$ cat src/rtl/cd_sector_pkg.sv
// Shared constants, FSM state encoding and header record for the CDIC sector receiver.
// Word indices count 16-bit words from the start of a raw sector.
package cd_sector_pkg;

   localparam logic [15:0] SYNC_FIRST = 16'hFF00;
   localparam logic [15:0] SYNC_MID   = 16'hFFFF;
   localparam logic [15:0] SYNC_LAST  = 16'h00FF;

   localparam logic [10:0] SYNC_END     = 11'd5;
   localparam logic [10:0] HDR_MIN_SEC  = 11'd6;
   localparam logic [10:0] HDR_FRM_MODE = 11'd7;
   localparam logic [10:0] SUB_FILE_CH  = 11'd8;
   localparam logic [10:0] SUB_SM_CI    = 11'd9;
   localparam logic [10:0] DATA_START   = 11'd12;

   typedef enum logic [2:0] {
      ST_IDLE,
      ST_SYNC,
      ST_HEADER,
      ST_DATA,
      ST_SUBCODE,
      ST_DONE
   } state_t;

   typedef struct packed {
      logic [7:0] min;
      logic [7:0] sec;
      logic [7:0] frame;
      logic [7:0] mode;
      logic [7:0] file;
      logic [7:0] channel;
      logic [7:0] submode;
      logic [7:0] coding;
   } hdr_t;

   function automatic logic [15:0] sync_word(input logic [10:0] idx);
      if (idx == 11'd0)
         return SYNC_FIRST;
      else if (idx == SYNC_END)
         return SYNC_LAST;
      else
         return SYNC_MID;
   endfunction

endpackage

$ cat src/rtl/cd_subcode_regfile.sv
// Double-buffered subchannel store: words land in a shadow bank while a sector streams
// and become readable only after commit, so readers never see a half-updated sector.
module cd_subcode_regfile #(
   parameter int DEPTH = 12
) (
   input  logic        clk,
   input  logic        reset,
   input  logic        wr_en,
   input  logic [3:0]  wr_idx,
   input  logic [15:0] wr_data,
   input  logic        commit,
   input  logic [3:0]  rd_idx,
   output logic [15:0] rd_data
);

   logic [15:0] shadow_q [DEPTH];
   logic [15:0] live_q   [DEPTH];

   always_ff @(posedge clk) begin
      if (reset) begin
         for (int i = 0; i < DEPTH; i++) begin
            shadow_q[i] <= 16'h0000;
            live_q[i]   <= 16'h0000;
         end
         rd_data <= 16'h0000;
      end else begin
         if (wr_en && (32'(wr_idx) < DEPTH))
            shadow_q[wr_idx] <= wr_data;
         if (commit)
            live_q <= shadow_q;
         // Indices past the captured range read as zero.
         rd_data <= (32'(rd_idx) < DEPTH) ? live_q[rd_idx] : 16'h0000;
      end
   end

endmodule

$ cat src/rtl/cdic_sector_receiver.sv
// Writes the paced sector-cache word stream into the CDIC buffer RAM, checks sync, captures
// header/subheader and reports per-sector status. CD_SUBCODE_CAPTURE_EN diverts subchannel words to a register file.
module cdic_sector_receiver
   import cd_sector_pkg::*;
#(
   parameter int BUF_ADDR_WIDTH = 13,
   parameter int SECTOR_WORDS   = 1188,
   parameter int SUBCODE_WORDS  = 12
) (
   input  logic                      clk,
   input  logic                      reset,
   input  logic                      enable,
   input  logic [BUF_ADDR_WIDTH-1:0] buf_base,
   input  logic [15:0]               cd_data,
   input  logic                      cd_data_valid,
   input  logic                      sector_delivered,
   output logic [BUF_ADDR_WIDTH-1:0] buf_addr,
   output logic [15:0]               buf_data,
   output logic                      buf_we,
   output logic [7:0]                hdr_min,
   output logic [7:0]                hdr_sec,
   output logic [7:0]                hdr_frame,
   output logic [7:0]                hdr_mode,
   output logic [7:0]                sub_file,
   output logic [7:0]                sub_channel,
   output logic [7:0]                sub_submode,
   output logic [7:0]                sub_coding,
   output logic                      sector_done,
   output logic                      sync_error,
   output logic                      length_error,
   input  logic [3:0]                subcode_idx,
   output logic [15:0]               subcode_data
);

   localparam logic [10:0] SW        = 11'(SECTOR_WORDS);
   localparam logic [10:0] SUB_START = 11'(SECTOR_WORDS - SUBCODE_WORDS);

   state_t                    state, next_state, region;
   logic [10:0]               word_idx, idx_inc;
   logic [BUF_ADDR_WIDTH-1:0] base_q, base_sel;
   logic                      accept, deliver, take, publish;
   logic                      sync_mis, keep_word;
   logic                      sync_err_acc, len_err_acc;
   hdr_t                      shadow, hdr_pub;

   always_comb begin
      accept   = enable & cd_data_valid;
      deliver  = enable & sector_delivered;
      idx_inc  = (word_idx == 11'h7FF) ? word_idx : word_idx + 11'd1;
      base_sel = (state == ST_IDLE) ? buf_base : base_q;
      sync_mis = (word_idx <= SYNC_END) && (cd_data != sync_word(word_idx));
`ifdef CD_SUBCODE_CAPTURE_EN
      keep_word = (word_idx < SUB_START);
`else
      keep_word = (word_idx < SW);
`endif
      // The state names the region the next word will fall in.
      if (idx_inc <= SYNC_END)
         region = ST_SYNC;
      else if (idx_inc < DATA_START)
         region = ST_HEADER;
      else if (idx_inc < SUB_START)
         region = ST_DATA;
      else
         region = ST_SUBCODE;
   end

   always_ff @(posedge clk) begin
      if (reset)
         state <= ST_IDLE;
      else
         state <= next_state;
   end

   always_comb begin
      next_state = state;
      take       = 1'b0;
      publish    = 1'b0;
      case (state)
         ST_IDLE: begin
            if (accept) begin
               take       = 1'b1;
               next_state = deliver ? ST_DONE : region;
            end
         end
         ST_SYNC, ST_HEADER, ST_DATA, ST_SUBCODE: begin
            if (accept) begin
               take       = 1'b1;
               next_state = region;
            end
            // A word coinciding with the close is still taken above.
            if (deliver)
               next_state = ST_DONE;
         end
         ST_DONE: begin
            publish    = 1'b1;
            next_state = ST_IDLE;
         end
         default: next_state = ST_IDLE;
      endcase
   end

   always_ff @(posedge clk) begin
      if (reset) begin
         word_idx     <= 11'd0;
         base_q       <= '0;
         shadow       <= '0;
         hdr_pub      <= '0;
         sync_err_acc <= 1'b0;
         len_err_acc  <= 1'b0;
         buf_we       <= 1'b0;
         buf_addr     <= '0;
         buf_data     <= 16'h0000;
         sector_done  <= 1'b0;
         sync_error   <= 1'b0;
         length_error <= 1'b0;
      end else begin
         buf_we      <= 1'b0;
         sector_done <= 1'b0;
         if (take) begin
            word_idx <= idx_inc;
            if (state == ST_IDLE) begin
               base_q       <= buf_base;
               shadow       <= '0;
               sync_err_acc <= sync_mis;
               len_err_acc  <= 1'b0;
            end else begin
               if (sync_mis)
                  sync_err_acc <= 1'b1;
               if (word_idx >= SW)
                  len_err_acc <= 1'b1;
            end
            if (keep_word) begin
               buf_we   <= 1'b1;
               buf_addr <= base_sel + BUF_ADDR_WIDTH'(word_idx);
               buf_data <= cd_data;
            end
            case (word_idx)
               HDR_MIN_SEC:  begin shadow.min     <= cd_data[7:0]; shadow.sec     <= cd_data[15:8]; end
               HDR_FRM_MODE: begin shadow.frame   <= cd_data[7:0]; shadow.mode    <= cd_data[15:8]; end
               SUB_FILE_CH:  begin shadow.file    <= cd_data[7:0]; shadow.channel <= cd_data[15:8]; end
               SUB_SM_CI:    begin shadow.submode <= cd_data[7:0]; shadow.coding  <= cd_data[15:8]; end
               default: ;
            endcase
         end
         if (publish) begin
            hdr_pub      <= shadow;
            sector_done  <= 1'b1;
            sync_error   <= sync_err_acc;
            length_error <= len_err_acc | (word_idx != SW);
            word_idx     <= 11'd0;
         end
      end
   end

   assign hdr_min     = hdr_pub.min;
   assign hdr_sec     = hdr_pub.sec;
   assign hdr_frame   = hdr_pub.frame;
   assign hdr_mode    = hdr_pub.mode;
   assign sub_file    = hdr_pub.file;
   assign sub_channel = hdr_pub.channel;
   assign sub_submode = hdr_pub.submode;
   assign sub_coding  = hdr_pub.coding;

`ifdef CD_SUBCODE_CAPTURE_EN
   cd_subcode_regfile #(
      .DEPTH(SUBCODE_WORDS)
   ) u_subcode (
      .clk     (clk),
      .reset   (reset),
      .wr_en   (take && (word_idx >= SUB_START) && (word_idx < SW)),
      .wr_idx  (4'(word_idx - SUB_START)),
      .wr_data (cd_data),
      .commit  (publish),
      .rd_idx  (subcode_idx),
      .rd_data (subcode_data)
   );
`else
   logic unused_subcode_idx;
   assign unused_subcode_idx = ^subcode_idx;
   assign subcode_data       = 16'h0000;
`endif

endmodule

$ cat config.mk
export PLATFORM = sky130hd
export DESIGN_NAME = cdic_sector_receiver
export DESIGN_NICKNAME = d
export VERILOG_FILES = /design/src/rtl/cd_sector_pkg.sv /design/src/rtl/cd_subcode_regfile.sv /design/src/rtl/cdic_sector_receiver.sv
export SDC_FILE = /design/constraint.sdc
export NUM_CORES = 1
export LEC_CHECK = 0
export ABC_CLOCK_PERIOD_IN_PS = 4510
export BUFFER_PORTS_ARGS = -buffer_cell sky130_fd_sc_hd__clkbuf_2
export CAP_MARGIN = 10
export CORE_ASPECT_RATIO = 0.75
export CORE_MARGIN = 2
export CORE_UTILIZATION = 57
export CTS_BUF_LIST = sky130_fd_sc_hd__clkbuf_4 sky130_fd_sc_hd__clkbuf_8
export DETAILED_ROUTE_END_ITERATION = 10
export PLACE_DENSITY = 0.82
export SYNTH_ARGS = -nofsm -noshare
export SYNTH_HDL_FRONTEND = slang
export SYNTH_HIERARCHICAL = 1
export SYNTH_SLANG_ARGS = --single-unit
export TNS_END_PERCENT = 50
$ cat constraint.sdc
create_clock -name clk -period 4.51 [get_ports clk]
set_input_delay 0.451 -clock clk [delete_from_list [all_inputs] [get_ports clk]]
set_output_delay 0.451 -clock clk [all_outputs]
set_load 0.02 [all_outputs]
==> Flow_metrics.wiki <==
{| class="wikitable"
! Metric !! Value
|-
| Cell area after technology mapping || 7950 um^2
|-
| Clock Root Buffer || clkbuf_8
|-
| Largest cells by area after synthesis || dfxtp_1 (48%), nand2_1 (7.6%), a22o_1 (7.3%)
|-
| Vias after detailed routing || 7025
|-
| Count of yosys warnings during synthesis || 6
|-
| Number of buffers on the longest clock path || 2
|-
| Die height || 106 um
|-
| Wire length of the first global-routing pass || 33300 um
|-
| Register area || 3800 um^2
|-
| Maximum vdd ir drop || 190 uV
|-
| Clock tree from TritonCTS || done
|-
| Hold path depth || 3
|-
| Post-Place Setup Slack || 1.41 ns
|-
| Hold_buf cts || 0
|-
| Final standard cell utilization of the core || 0.653
|-
| Number of sinks handled by clock tree synthesis || 190
|-
| Fin crit share || 0.693
|-
| Routed WL || 20900 um
|-
| Clock network latency to the later pin of the worst-skew pair || 0.49 ns
|-
| Starting density of the core || 0.582
|-
| Worst relative slew slack || 0.201
|-
| Leading register cell type out of synthesis || dfxtp_1
|-
| Worst Hold Class || in -> reg
|-
| Chip width || 140 um
|-
| Commonest cells after routing, fill and taps aside || dfxtp_1 (190), nand2_1 (161), clkbuf_2 (129)
|-
| Worst hold margin || 0.174 ns
|-
| Hold path startpoint || buf_base[7]
|-
| Count of non-filler cells in the finished layout || 1179
|-
| Residual antenna-violating net count after detailed routing || 0
|-
| Endpoint of the worst hold path || base_q[7]$_SDFFE_PP0P_
|-
| Endpoint of the lowest-slack register-to-register path || buf_addr[10]$_SDFFE_PP0P_
|-
| NumNets Final || 1045
|-
| Highest net fanout along the worst path || 13
|-
| GPL Wtd Cong || 0.852
|-
| Data required time at the worst endpoint || 4.89 ns
|-
| FP Rows || 37
|-
| Post-route setup slack || 1.39 ns
|-
| Synthesized netlist cell count || 903
|-
| Top cell type's share of synthesized area || 0.478
|-
| Kind of critical path || reg -> reg
|-
| Post-route setup TNS || 0 ns
|-
| DP Cell Count || 1147
|-
| Placed wire-length estimate after detailed placement || 13700 um
|-
| Tot GR Track Use || 0.283
|-
| Max frequency || 0.320 GHz
|-
| FF-to-FF setup slack || 1.39 ns
|-
| #FFs+latches synth || 190
|-
| Syn-to-layout area delta || 12.2%
|-
| First-pass iteration count of the detailed router || 5
|-
| Area of all placed cells without fillers || 8920 um^2
|-
| Number of synthesized flops with an enable pin || 0
|-
| Critical path startpoint category || register
|-
| Total Die Area || 14900 um^2
|-
| Vias in the first global route || 6348
|-
| Total power consumption of the routed design || 3.17 mW
|-
| Filler Cell Count || 1129
|-
| Worst-Margin Slew || 1.19 ns
|-
| TritonCTS Buffers || 17
|-
| Initial detailed-routing violation count || 712
|-
| Most common cell after layout, fill and taps aside || dfxtp_1
|-
| Post-layout min period || 3.12 ns
|-
| Worst Setup End Kind || register
|-
| Grt ovf || 0
|-
| Number of pins exceeding their max-slew limit in the final report || 0
|-
| Post-CTS Repair Setup Buffers || 0
|-
| Diode insertion count for antenna repair || 0
|-
| MaxCap Viol Count || 0
|-
| Dominant cell type by area after synthesis || dfxtp_1
|-
| RSZ-0062 raised after global routing || false
|-
| Setup violation total in the final timing report || 0
|-
| Instance area after placement || 8500 um^2
|-
| Startpoint of the lowest-slack register-to-register path || state[0]$_SDFFE_PP0P_
|-
| Average vias per placed instance || 5.96
|-
| Share of async-settable or async-resettable flops after synthesis || 0
|-
| Fraction of layout instances using a drive strength above 1 || 0.195
|-
| Cells resized by post-CTS repair || 0
|-
| Reg2reg path depth || 10
|-
| DR WL/cell || 17.8 um
|-
| Post-route DRC || 0
|-
| Clock-pin slew of the registers on the worst-case setup and hold paths || 0.11 ns
|-
| # IOs || 151
|-
| Arrival @ worst endpoint || 3.51 ns
|-
| Power per standard cell area || 356 nW/um^2
|-
| Run status || finished, final reports clean
|-
| Largest net degree at the start of global routing || 90
|-
| Avg Cell Area, Syn || 8.81 um^2
|-
| Antenna violations before repair || 0
|-
| Multi-input gate area in the final layout || 3730 um^2
|-
| Quantity of I/O buffers inserted on ports || 130
|-
| Lkg Pwr || 3.59 nW
|-
| Setup skew after layout || 0.0183 ns
|-
| Count of endpoints failing hold in the final timing report || 0
|-
| CTS HTree Levels || 4
|-
| Core region area || 13700 um^2
|-
| Part of the Yosys area used for sequential elements || 0.478
|-
| Count of unique library cells instantiated by Yosys || 64
|}
-- layout make-up --
class / instances / area share
Tap cell: 175 / 0.0245
Inverter: 10 / 0.00421
Multi-Input combinational cell: 635 / 0.419
Timing Repair Buffer: 137 / 0.0791
Clock buffer: 18 / 0.0278
Clock inverter: 14 / 0.0196
Sequential cell: 190 / 0.426
-- worst max-delay path, stage by stage, from the launching register on --
cell     delay (ns)
dfxtp_1        0.38
nor3_2         0.38
buf_4          0.33
mux2i_1        0.33
fa_1           0.26
nor2b_1        0.06
o31ai_1        0.36
a21oi_1        0.24
o311a_1        0.39
o31ai_1        0.21
o21ai_1        0.08
-- per-layer routing --
metal / share of wire / routed length [um] / vias up / global-route usage
li1: - / - / 3343 / -
met2: 0.42 / 8790 / 361 / 0.404
met3: 0.10 / 2150 / 34 / 0.0739
met5: 0 / 0 / - / 0
met1: 0.46 / 9630 / 3287 / 0.421
met4: 0.017 / 354 / 0 / 0.0830
-- where the power goes --
part           switching, mW  leakage, nW  internal, mW
Combinational          0.185         1.84        0.0773
Sequential            0.0156         1.54          1.70
Clock                  0.665        0.213         0.530
Total                  0.866         3.59          2.31
-- cells in the mapped netlist, drive strengths merged, types with 3 or more instances --
cell and n:
o211a 3, nand2 161, ha 15, a211oi 7
nor3 18, a21oi 112, o211ai 3, o21ai 15
mux2 11, inv 10, nand2b 4, clkbuf 39
xor2 6, a31oi 4, dfxtp 190, buf 44
a21o 4, nor4 6, xnor2 8, mux2i 3
o21a 4, and2 7, nor2 31, nand4 11
and4 3, nand3 76, a22o 66, o31ai 3
nand3b 3, and3 6
-- cells by family after synthesis --
family	count (synthesis)	synth area share
other	1	0.000472
adders and majority gates	16	0.0261
and+or+nand+nor	335	0.198
xor gates and xnor gates	14	0.0154
buffers and inverters	93	0.0614
muxes	14	0.0194
AOI/OAI and AO/OA	240	0.201
DFF	190	0.478
-- how the worst max path moves through the flow --
stage,depth (start not counted),from,endpoint
after detailed placement,10,state[0]$_SDFFE_PP0P_,buf_addr[8]$_SDFFE_PP0P_
after floorplan,13,state[1]$_SDFFE_PP0P_,buf_addr[10]$_SDFFE_PP0P_
after global placement,10,state[0]$_SDFFE_PP0P_,buf_addr[10]$_SDFFE_PP0P_
after global routing,10,state[0]$_SDFFE_PP0P_,buf_addr[8]$_SDFFE_PP0P_
after CTS,10,state[0]$_SDFFE_PP0P_,buf_addr[8]$_SDFFE_PP0P_
final,10,state[0]$_SDFFE_PP0P_,buf_addr[10]$_SDFFE_PP0P_
-- state kept, by name (all words and copies together), names as in the netlist --
register      cells
buf_data         16
hdr_frame         8
sub_submode       8
buf_addr         13
shadow           64
sector_done       1
hdr_min           8
hdr_sec           8
len_err_acc       1
base_q           13
length_error      1
sub_file          8
sub_coding        8
hdr_mode          8
sub_channel       8
word_idx         11
sync_err_acc      1
buf_we            1
state             3
sync_error        1
Note: power is estimated with default switching activity, not from simulation.
